### src/rtl/hold_fifo_pkg.sv
// rtl/hold_fifo_pkg.sv - shared state encoding, widths and helpers for hold_fifo_arb
package hold_fifo_pkg;

  typedef enum logic {
    IDLE  = 1'b0,
    GRANT = 1'b1
  } arb_state_e;

  localparam int DATA_W = 32;
  localparam int CNT_W  = 8;

  // Index of the set bit in a onehot vector of up to 8 channels; 0 when empty.
  function automatic logic [7:0] onehot_idx(logic [7:0] oh);
    logic [7:0] idx;
    idx = '0;
    for (int i = 0; i < 8; i++) begin
      if (oh[i]) idx = 8'(i);
    end
    return idx;
  endfunction

endpackage

### src/rtl/hold_fifo_arb_rr_pick.sv
// rtl/hold_fifo_arb_rr_pick.sv - combinational round-robin picker, first request after last_i
module rr_pick #(
  parameter int N = 4,
  parameter int W = 3
) (
  input  logic [N-1:0] req_i,
  input  logic [W-1:0] last_i,
  output logic [N-1:0] gnt_o,
  output logic         vld_o
);

  logic [N-1:0] gnt;
  logic         found;

  // Walk offsets 1..N from last_i; the first requesting channel wins.
  always_comb begin
    gnt   = '0;
    found = 1'b0;
    for (int off = 1; off <= N; off++) begin
      for (int j = 0; j < N; j++) begin
        if (!found && req_i[j] && (((int'(last_i) + off) % N) == j)) begin
          gnt[j] = 1'b1;
          found  = 1'b1;
        end
      end
    end
  end

  assign gnt_o = gnt;
  assign vld_o = found;

endmodule

### src/rtl/hold_fifo_arb.sv
// rtl/hold_fifo_arb.sv - round-robin burst drain of N_CH hold FIFOs into one tagged write port
// Optional HOLD_FIFO_ARB_PRIO0_EN: channel 0 wins every idle scan while non-empty.
module hold_fifo_arb
  import hold_fifo_pkg::*;
#(
  parameter int N_CH      = 4,
  parameter int BURST_MAX = 16,
  parameter int CH_W      = 3
) (
  input  logic                   clk_i,
  input  logic                   reset_n_i,
  input  logic [N_CH-1:0]        ch_empty_i,
  input  logic [DATA_W*N_CH-1:0] ch_dat_i,
  output logic [N_CH-1:0]        ch_rd_o,
  input  logic                   fifo_full_i,
  output logic                   fifo_wr_o,
  output logic [DATA_W-1:0]      fifo_wr_dat_o,
  output logic [CH_W-1:0]        fifo_wr_ch_o,
  output logic [N_CH-1:0]        grant_o
);

  localparam logic [CNT_W-1:0] BURST_LIM = CNT_W'(BURST_MAX);
  localparam logic [CH_W-1:0]  LAST_RST  = CH_W'(N_CH - 1);

  arb_state_e          state_q, state_d;
  logic [N_CH-1:0]     grant_q, grant_d;
  logic [CH_W-1:0]     g_q, g_d;
  logic [CH_W-1:0]     last_q, last_d;
  logic [CNT_W-1:0]    cnt_q, cnt_d;
  logic [N_CH-1:0]     rd_d1_q, rd_d1_d;
  logic [CH_W-1:0]     tag_d1_q, tag_d1_d;
  logic                wr_q, wr_d;
  logic [DATA_W-1:0]   wr_dat_q, wr_dat_d;
  logic [CH_W-1:0]     wr_ch_q, wr_ch_d;

  logic [N_CH-1:0]     req;
  logic [N_CH-1:0]     pick_req;
  logic [N_CH-1:0]     pick_gnt;
  logic                pick_vld;
  logic [N_CH-1:0]     sel_gnt;
  logic                sel_vld;
  logic                g_empty;
  logic                rd_en;
  logic [N_CH-1:0]     rd_vec;

  assign req = ~ch_empty_i;

`ifdef HOLD_FIFO_ARB_PRIO0_EN
  assign pick_req = {req[N_CH-1:1], 1'b0};
`else
  assign pick_req = req;
`endif

  rr_pick #(
    .N (N_CH),
    .W (CH_W)
  ) u_rr_pick (
    .req_i  (pick_req),
    .last_i (last_q),
    .gnt_o  (pick_gnt),
    .vld_o  (pick_vld)
  );

  always_comb begin
    sel_gnt = pick_gnt;
    sel_vld = pick_vld;
`ifdef HOLD_FIFO_ARB_PRIO0_EN
    if (req[0]) begin
      sel_gnt = {{(N_CH-1){1'b0}}, 1'b1};
      sel_vld = 1'b1;
    end
`endif
  end

  // Read strobe is combinational so a full or empty flag stalls in the same cycle.
  always_comb begin
    g_empty = |(ch_empty_i & grant_q);
    rd_en   = reset_n_i && (state_q == GRANT) && !g_empty && !fifo_full_i
              && (cnt_q < BURST_LIM);
    rd_vec  = rd_en ? grant_q : '0;
  end

  assign ch_rd_o = rd_vec;

  always_comb begin
    state_d = state_q;
    grant_d = grant_q;
    g_d     = g_q;
    last_d  = last_q;
    cnt_d   = cnt_q;
    case (state_q)
      IDLE: begin
        if (sel_vld) begin
          state_d = GRANT;
          grant_d = sel_gnt;
          g_d     = CH_W'(onehot_idx(8'(sel_gnt)));
          cnt_d   = '0;
        end
      end
      GRANT: begin
        if (rd_en) cnt_d = cnt_q + 1'b1;
        // Leaving on the final read keeps the gap between grants at one cycle.
        if (g_empty || (cnt_d == BURST_LIM)) begin
          state_d = IDLE;
          grant_d = '0;
          last_d  = g_q;
        end
      end
      default: state_d = IDLE;
    endcase
  end

  always_comb begin
    rd_d1_d  = rd_vec;
    tag_d1_d = g_q;
    wr_d     = |rd_d1_q;
    wr_dat_d = wr_dat_q;
    wr_ch_d  = wr_ch_q;
    if (|rd_d1_q) begin
      wr_dat_d = '0;
      for (int k = 0; k < N_CH; k++) begin
        if (rd_d1_q[k]) wr_dat_d = ch_dat_i[k*DATA_W +: DATA_W];
      end
      wr_ch_d = tag_d1_q;
    end
  end

  always_ff @(posedge clk_i) begin
    if (!reset_n_i) begin
      state_q  <= IDLE;
      grant_q  <= '0;
      g_q      <= '0;
      last_q   <= LAST_RST;
      cnt_q    <= '0;
      rd_d1_q  <= '0;
      tag_d1_q <= '0;
      wr_q     <= 1'b0;
      wr_dat_q <= '0;
      wr_ch_q  <= '0;
    end else begin
      state_q  <= state_d;
      grant_q  <= grant_d;
      g_q      <= g_d;
      last_q   <= last_d;
      cnt_q    <= cnt_d;
      rd_d1_q  <= rd_d1_d;
      tag_d1_q <= tag_d1_d;
      wr_q     <= wr_d;
      wr_dat_q <= wr_dat_d;
      wr_ch_q  <= wr_ch_d;
    end
  end

  assign grant_o       = grant_q;
  assign fifo_wr_o     = wr_q;
  assign fifo_wr_dat_o = wr_dat_q;
  assign fifo_wr_ch_o  = wr_ch_q;

endmodule

### config.mk
export PLATFORM = sky130hd
export DESIGN_NAME = hold_fifo_arb
export DESIGN_NICKNAME = d
export VERILOG_FILES = /design/src/rtl/hold_fifo_pkg.sv /design/src/rtl/hold_fifo_arb_rr_pick.sv /design/src/rtl/hold_fifo_arb.sv
export SDC_FILE = /design/constraint.sdc
export NUM_CORES = 1
export LEC_CHECK = 0
export ABC_AREA = 1
export CORE_MARGIN = 3
export CORE_UTILIZATION = 40
export CTS_BUF_LIST = sky130_fd_sc_hd__clkbuf_16
export CTS_CLUSTER_DIAMETER = 30
export CTS_CLUSTER_SIZE = 24
export DETAILED_ROUTE_END_ITERATION = 6
export DONT_BUFFER_PORTS = 1
export PLACE_DENSITY = 0.54
export REMOVE_ABC_BUFFERS = 1
export SYNTH_ARGS = -nofsm -noshare
export SYNTH_HDL_FRONTEND = slang
export SYNTH_SLANG_ARGS = --single-unit
### constraint.sdc
create_clock -name clk_i -period 1.9 [get_ports clk_i]
set_input_delay 0.19 -clock clk_i [delete_from_list [all_inputs] [get_ports clk_i]]
set_output_delay 0.19 -clock clk_i [all_outputs]
set_load 0.1 [all_outputs]
==> results of run 1 <==
-- path summary, 6_finish.rpt --
check	slack (ns)	endpoint	cells after the start
max	-0.11	g_q[0]	14
min	0.02	state_q	2
max reg2reg	-0.11	g_q[0]	14
min reg2reg	0.45	fifo_wr_ch_o[1]	2
-- sequential cells by signal (all words and copies together), names as in the netlist --
signal / cells
cnt_q: 8
fifo_wr_ch_o: 2
fifo_wr_dat_o: 32
fifo_wr_o: 1
g_q: 2
grant_o: 4
last_q: 2
rd_d1_q: 4
state_q: 1
tag_d1_q: 2
-- cell families (layout without fill, tap and decap cells) --
logic type	Yosys count	count (layout)
xor gates and xnor gates	1	1
and+or+nand+nor	216	216
buffers and inverters	72	141
adders and majority gates	1	1
DFF	58	58
other	1	1
AOI/OAI and AO/OA	93	93
-- cells in the mapped netlist (2+ instances only) --
cell	count
a21oi_1	15
a221oi_1	55
a31oi_1	5
buf_2	2
buf_4	2
clkbuf_1	28
dfxtp_1	58
inv_1	32
inv_2	5
nand2_1	62
nand3_1	22
nand4_1	7
nor2_1	86
nor2_2	2
nor3_1	30
o211ai_1	6
o21ai_0	7
or2_2	2
-- what timing repair did --
action | 4_1_cts | 5_1_grt
hold endpoints to repair | 9 | 4
endpoints found under the setup margin | 16 | 21
pin swaps | 15 | 16
buffers inserted | 5 | 6
gates resized for setup | 28 | 30
hold buffers | 4 | 1
-- critical path, stage by stage (launching register included) --
cell	delay [ns]
dfxtp_4	0.40
nor2_4	0.05
nand2_2	0.08
nand2_1	0.06
nor2_2	0.13
nand4_1	0.15
nor2_2	0.15
nand3_2	0.10
a21oi_2	0.16
nor2_4	0.07
nand4_4	0.11
nand2_4	0.11
buf_4	0.15
nor3_2	0.13
nor2_1	0.05
-- layer usage --
metal  part of all wire  up-vias
met3              0.094       10
met4              0.012        0
met5                  0        -
li1                   -     1689
met2               0.51      137
met1               0.38     1551
-- stage by stage --
| step | area, µm² | std cells | setup TNS, ns | hold slack [ns] |
|---|---|---|---|---|
| global placement | 3730 | 578 | -0.0338 | 0.271 |
| CTS | 4260 | 603 | -0.202 | -0.0721 |
| floorplan | 3010 | 409 | -30.61 | 0.266 |
| finish | 4430 | 610 | -1.10 | 0.0194 |
| global route | 4430 | 610 | -3.69 | 0.0245 |
| detailed placement | 3730 | 578 | -0.174 | 0.270 |
-- cell type report --
class / count / area (µm²) / area share
multi-input combinational: 312 / 1910 / 0.431
sequential: 58 / 1170 / 0.264
timing repair buffer: 86 / 736 / 0.166
clock buffer: 9 / 225 / 0.0508
inverter: 39 / 149 / 0.0336
tap: 99 / 124 / 0.0279
clock inverter: 7 / 118 / 0.0265
-- power groups by stage --
stage / sequential, W / clock, W / combinational (W)
detailed placement: 0.00132 / 0 / 0.000678
global placement: 0.00132 / 0 / 0.000678
finish: 0.00130 / 0.00184 / 0.000788
global route: 0.00131 / 0.00193 / 0.000841
CTS: 0.00130 / 0.00188 / 0.000730
floorplan: 0.00157 / 0 / 0.000251
==> results by group, run 1 <==
Setup path
  • Worst Setup SP: last_q[0]
  • Worst Setup Path Type: flip-flop to flip-flop
  • Crit path DAT: 2.23 ns
  • Worst reg2reg startpoint: last_q[0]
  • CP required: 2.12 ns
  • CP Launch Type: flip-flop
  • CP Capture Type: flip-flop
  • Critical path fanouts, max: 8

Finish
  • Commonest non-fill, non-tap cells in the layout: 76 x nor2_1, 73 x buf_4, 55 x a221oi_1
  • Share of post-route cells with drive strength above 1: 0.313
  • Commonest non-fill, non-tap cell in the layout: nor2_1
  • Diodes inserted: 0
  • Fill count: 699
  • Fin nets: 642
  • Area delta synth->final: 40.8%
  • Finished Core Util: 0.595

Power
  • Total power: 0.00393 W
  • Net Sw Power: 0.00114 W
  • Switching share of power: 0.290
  • Maximum vdd drop: 0.419 mV
  • Sequential group share of total power: 0.332
  • Gate power share: 0.201
  • Leakage power: 1.86 nW
  • Clk pwr share: 0.468
  • PwrDens: 887 nW/µm²
  • Pint: 0.00279 W

Route
  • Routed WL: 9.99 mm
  • Initial DRC count: 156
  • DR vias: 3387
  • Initial DRT Pass Iterations: 4
  • DR vias/cell: 5.55
  • DR WL/cell: 16.4 µm
  • Post-route ant nets: 0
  • # DRC: 0

Synth
  • Largest family of logic cells by synthesized area: simple AND/OR/NAND/NOR gates
  • Unique masters post-synth: 34
  • Xor/xnor share of the synthesized area: 0.00278
  • Adder-cell share of the synthesized area: 0.00397
  • Seq cells post-synth: 58
  • Netlist Area Pre-Place: 3150 µm²
  • Yosys top cell by area: dfxtp_1
  • Synth top area cells: dfxtp_1 37%, a221oi_1 15%, nor2_1 10%
  • Post-synthesis cell count: 442
  • Post-synthesis mux area share: 0
  • Post-synthesis simple-gate area fraction: 0.304
  • Post-synthesis compound-gate area fraction: 0.228
  • Post-synth top flop: dfxtp_1
  • Async S/R FF share, synth: 0
  • Post-synth EDFFs: 0
  • Mean Syn Cell Area: 7.13 µm²
  • Post-synth top area share: 0.369
  • Warnings from Yosys: 0
  • Sequential-to-total area share from yosys stat: 0.369

Placement
  • Worst slack at placement: -0.0453 ns
  • Dpl hpwl: 7.01 mm
  • Port bufs: 0
  • GP Congestion: 0.839

Floorplanning
  • Die W: 94.7 µm
  • Core Rows: 31
  • Die height: 94.7 µm
  • Total Die Area: 8970 µm²
  • Core area: 7450 µm²
  • Initial core utilization: 0.423
  • Ports: 179

Timing
  • Final worst slack: -0.111 ns
  • Min cycle time layout: 2.01 ns
  • Final period utilization: 1.06
  • Final-report max-slew violation count: 0
  • Hold Fails Final Rpt: 0
  • Worst Max-Slew Pin Slew: 0.528 ns
  • Worst slew margin: 0.648
  • Fmax: 0.497 GHz
  • RSZ-0062 raised after global routing: yes
  • Setup violators final: 17
  • Worst Clk Skew: 0.00475 ns

Clock network
  • Clock sink count: 58
  • CTS Buf Count: 9
  • Clk root buf: clkbuf_16
  • Clk_lat worst skew: 0.32 ns
  • Clock Path Buffers: 2
  • Clock slew at reported path FFs: 0.05 ns
  • TritonCTS clock tree: built
  • H-tree Lvls: 3

Global route
  • GRT Total Usage: 0.212
  • Initial antenna violation count: 0
  • Most used routing layer: met2
  • Pin count of the biggest net entering global routing: 46
  • Vias in the first global route: 3216
  • Global-route wire length before repair: 15.0 mm
  • Met3 Use GR: 0.0693
  • M2 GR Usage: 0.372
  • GRT overflow: 0
  • Met1 GRT Util: 0.236

Min path
  • Hold crit path type: primary input to flip-flop
  • Min-delay src: reset_n_i

Outcome
  • Status: finished with violations
  • Failing checks: negative setup slack

Job
  • Maxcap violations: 0
No activity file was read; power rests on OpenSTA's default activity.
==> inputs of run 2 (changes only) <==
--- a/config.mk
+++ b/config.mk
@@ -9,7 +9,7 @@
 export CORE_MARGIN = 3
 export CORE_UTILIZATION = 40
 export CTS_BUF_LIST = sky130_fd_sc_hd__clkbuf_16
-export CTS_CLUSTER_DIAMETER = 30
+export CTS_CLUSTER_DIAMETER = 40
 export CTS_CLUSTER_SIZE = 24
 export DETAILED_ROUTE_END_ITERATION = 6
 export DONT_BUFFER_PORTS = 1
==> results of run 2 <==
Final layout, timing and power as in run 1 (identical DEF).
==> inputs of run 3 (changes only) <==
--- a/config.mk
+++ b/config.mk
@@ -6,13 +6,14 @@
 export NUM_CORES = 1
 export LEC_CHECK = 0
 export ABC_AREA = 1
-export CORE_MARGIN = 3
+export CAP_MARGIN = 0
 export CORE_UTILIZATION = 40
 export CTS_BUF_LIST = sky130_fd_sc_hd__clkbuf_16
 export CTS_CLUSTER_DIAMETER = 40
 export CTS_CLUSTER_SIZE = 24
 export DETAILED_ROUTE_END_ITERATION = 6
 export DONT_BUFFER_PORTS = 1
+export HOLD_SLACK_MARGIN = 0.02
 export PLACE_DENSITY = 0.54
 export REMOVE_ABC_BUFFERS = 1
 export SYNTH_ARGS = -nofsm -noshare
==> results by group, run 3 (synthesis gave the netlist of run 1 again) <==
Finish
  • Area delta synth->final: 37.1% (was 40.8%)
  • Max reg flops: 32 (unchanged)
  • Commonest non-fill, non-tap cell in the layout: nor2_1 (unchanged)
  • Finished Core Util: 0.580 (was 0.595)
  • Finished Cell Area: 4320 µm² (was 4430 µm²)
  • Diodes inserted: 0 (unchanged)
  • Share of post-route cells with drive strength above 1: 0.301 (was 0.313)
  • Commonest non-fill, non-tap cells in the layout: 76 x nor2_1, 71 x buf_4, 55 x a221oi_1 (was 76 x nor2_1, 73 x buf_4, 55 x a221oi_1)
  • Post-route non-filler standard cell count: 604 (was 610)
  • Fin nets: 636 (was 642)

Route
  • Initial DRT Pass Iterations: 5 (was 4)
  • Routed WL: 9.87 mm (was 9.99 mm)
  • DR vias/cell: 5.62 (was 5.55)
  • Post-route ant nets: 0 (unchanged)
  • DR vias: 3393 (was 3387)
  • DR WL/cell: 16.3 µm (was 16.4 µm)
  • Initial DRC count: 155 (was 156)
  • # DRC: 0 (unchanged)

Timing
  • Worst Max-Slew Pin Slew: 0.508 ns (was 0.528 ns)
  • Setup tns final: -0.797 ns (was -1.10 ns)
  • Hold Slack: 0.0324 ns (was 0.0194 ns)
  • Min cycle time layout: 2.01 ns (about the same)
  • Fmax: 0.497 GHz (about the same)
  • Final worst slack: -0.113 ns (was -0.111 ns)
  • Final period utilization: 1.06 (about the same)
  • Final-report max-slew violation count: 0 (unchanged)
  • Worst Clk Skew: 0.00360 ns (was 0.00475 ns)
  • RSZ-0062 raised after global routing: yes (unchanged)
  • Worst slew margin: 0.661 (was 0.648)
  • Setup violators final: 13 (was 17)
  • Hold Fails Final Rpt: 0 (unchanged)

Clock network
  • TritonCTS clock tree: built (unchanged)
  • H-tree Lvls: 3 (unchanged)
  • Clock Path Buffers: 2 (unchanged)
  • Clock slew at reported path FFs: 0.05 ns (about the same)
  • Clk root buf: clkbuf_16 (unchanged)
  • Clk_lat worst skew: 0.32 ns (about the same)
  • CTS Buf Count: 9 (unchanged)
  • Clock sink count: 58 (unchanged)

Power
  • Switching share of power: 0.297 (was 0.290)
  • Sequential group share of total power: 0.349 (was 0.332)
  • Gate power share: 0.205 (was 0.201)
  • Pint: 0.00263 W (was 0.00279 W)
  • PwrDens: 868 nW/µm² (was 887 nW/µm²)
  • Leakage power: 1.84 nW (was 1.86 nW)
  • Net Sw Power: 0.00111 W (was 0.00114 W)
  • Maximum vdd drop: 0.598 mV (was 0.419 mV)
  • Clk pwr share: 0.446 (was 0.468)

Setup path
  • Critical Path Most Common Cell: nor2_4
  • CP required: 2.09 ns (was 2.12 ns)
  • CP Launch Type: flip-flop (unchanged)
  • CP Cell Sequence: nor2_4 > nand2_2 > nand2_2 > nor2_4 > nand4_1 > nor2_2 > nand3_2 > a21oi_2 > nor2_4 > nand4_4 > nand2_4 > buf_4 > nand2_1 > nor2_1 (was nor2_4 > nand2_2 > nand2_1 > nor2_2 > nand4_1 > nor2_2 > nand3_2 > a21oi_2 > nor2_4 > nand4_4 > nand2_4 > buf_4 > nor3_2 > nor2_1)
  • Slowest Stage Delay on Critical Path: 0.40 ns (about the same)
  • CP Capture Type: flip-flop (unchanged)
  • Worst Setup Path Type: flip-flop to flip-flop (unchanged)
  • R2R depth: 14 (unchanged)
  • CP max stage cell: dfxtp_4 (unchanged)
  • Critical path fanouts, max: 8 (unchanged)
  • Crit path DAT: 2.20 ns (was 2.23 ns)
  • R2R Setup Slk: -0.11 ns (about the same)

Outcome
  • Status: finished with violations (unchanged)
  • Failing checks: negative setup slack (unchanged)

Global route
  • GRT Total Usage: 0.231 (was 0.212)
  • Global-route wire length before repair: 15.1 mm (was 15.0 mm)
  • GRT overflow: 0 (unchanged)
  • Vias in the first global route: 3057 (was 3216)
  • Pin count of the biggest net entering global routing: 60 (was 46)
  • Initial antenna violation count: 0 (unchanged)

Floorplanning
  • Total Die Area: 8230 µm² (was 8970 µm²)
  • Ports: 179 (unchanged)
  • Core Rows: 31 (unchanged)
  • Die height: 90.7 µm (was 94.7 µm)
  • Initial core utilization: 0.423 (unchanged)
  • Core area: 7450 µm² (unchanged)
  • Die W: 90.7 µm (was 94.7 µm)

Placement
  • Placed cell count: 576 (was 578)
  • Port bufs: 0 (unchanged)
  • GP Congestion: 0.808 (was 0.839)
  • Dpl hpwl: 6.94 mm (was 7.01 mm)
  • Placed cell area: 3720 µm² (was 3730 µm²)

Job
  • Maxcap violations: 0 (unchanged)

Min path
  • WHS Path Cells: 2 (unchanged)
  • Hold crit path type: primary input to flip-flop (unchanged)
run 3: power groups by stage:
stage	logic [W]	registers, W	clock network [W]
after global placement	0.000674	0.00132	0
final	0.000767	0.00131	0.00167
after CTS	0.000703	0.00130	0.00171
after detailed placement	0.000673	0.00133	0
after floorplan	0.000251	0.00157	0
after global routing	0.000818	0.00131	0.00176
run 3: worst paths after layout:
path	from	end
worst max-delay path	last_q[0]	cnt_q[6]
worst min-delay path	ch_dat_i[124]	fifo_wr_dat_o[28]
worst max register to register	last_q[0]	cnt_q[6]
worst min register to register	g_q[0]	tag_d1_q[0]
run 3: repair_timing:
action,in CTS,in global routing
setup endpoints to repair,20,21
pin swaps,10,22
gates cloned,0,0
hold buffers,1,0
endpoints found under the hold margin,9,0
resized for setup,21,32
buffers inserted,2,9
run 3: metal layers:
layer	part of all wire	up-vias	routed length, µm	global-route usage
met2	0.52	137	5170	0.420
met1	0.40	1569	3940	0.261
met5	0	-	0	0
met4	0.018	0	181	0.0726
li1	-	1673	-	-
met3	0.060	14	589	0.0623
run 3: layout make-up:
type / count / area [µm²]
Clock buffer: 9 / 225
Clock inverter: 7 / 85.1
Fill cell: 696 / 3130
Inverter: 39 / 151
Multi-Input combinational cell: 312 / 1880
Sequential cell: 58 / 1170
Tap cell: 99 / 124
Timing Repair Buffer: 80 / 677
run 3: metrics by stage:
stage,power (W),setup WS [ns]
after CTS,0.00372,-0.0393
after global placement,0.00200,-0.0933
after floorplan,0.00182,-1.06
after global routing,0.00389,-0.221
final,0.00375,-0.113
after detailed placement,0.00200,-0.103
run 3: worst max-delay path, delay by kind of cell, from the launching register on:
kind	cells	cell delay [ns]
flip-flops	1	0.40
buffers and inverters	1	0.14
AND/OR/NAND/NOR	12	1.15
AO/OA/AOI/OAI	1	0.18
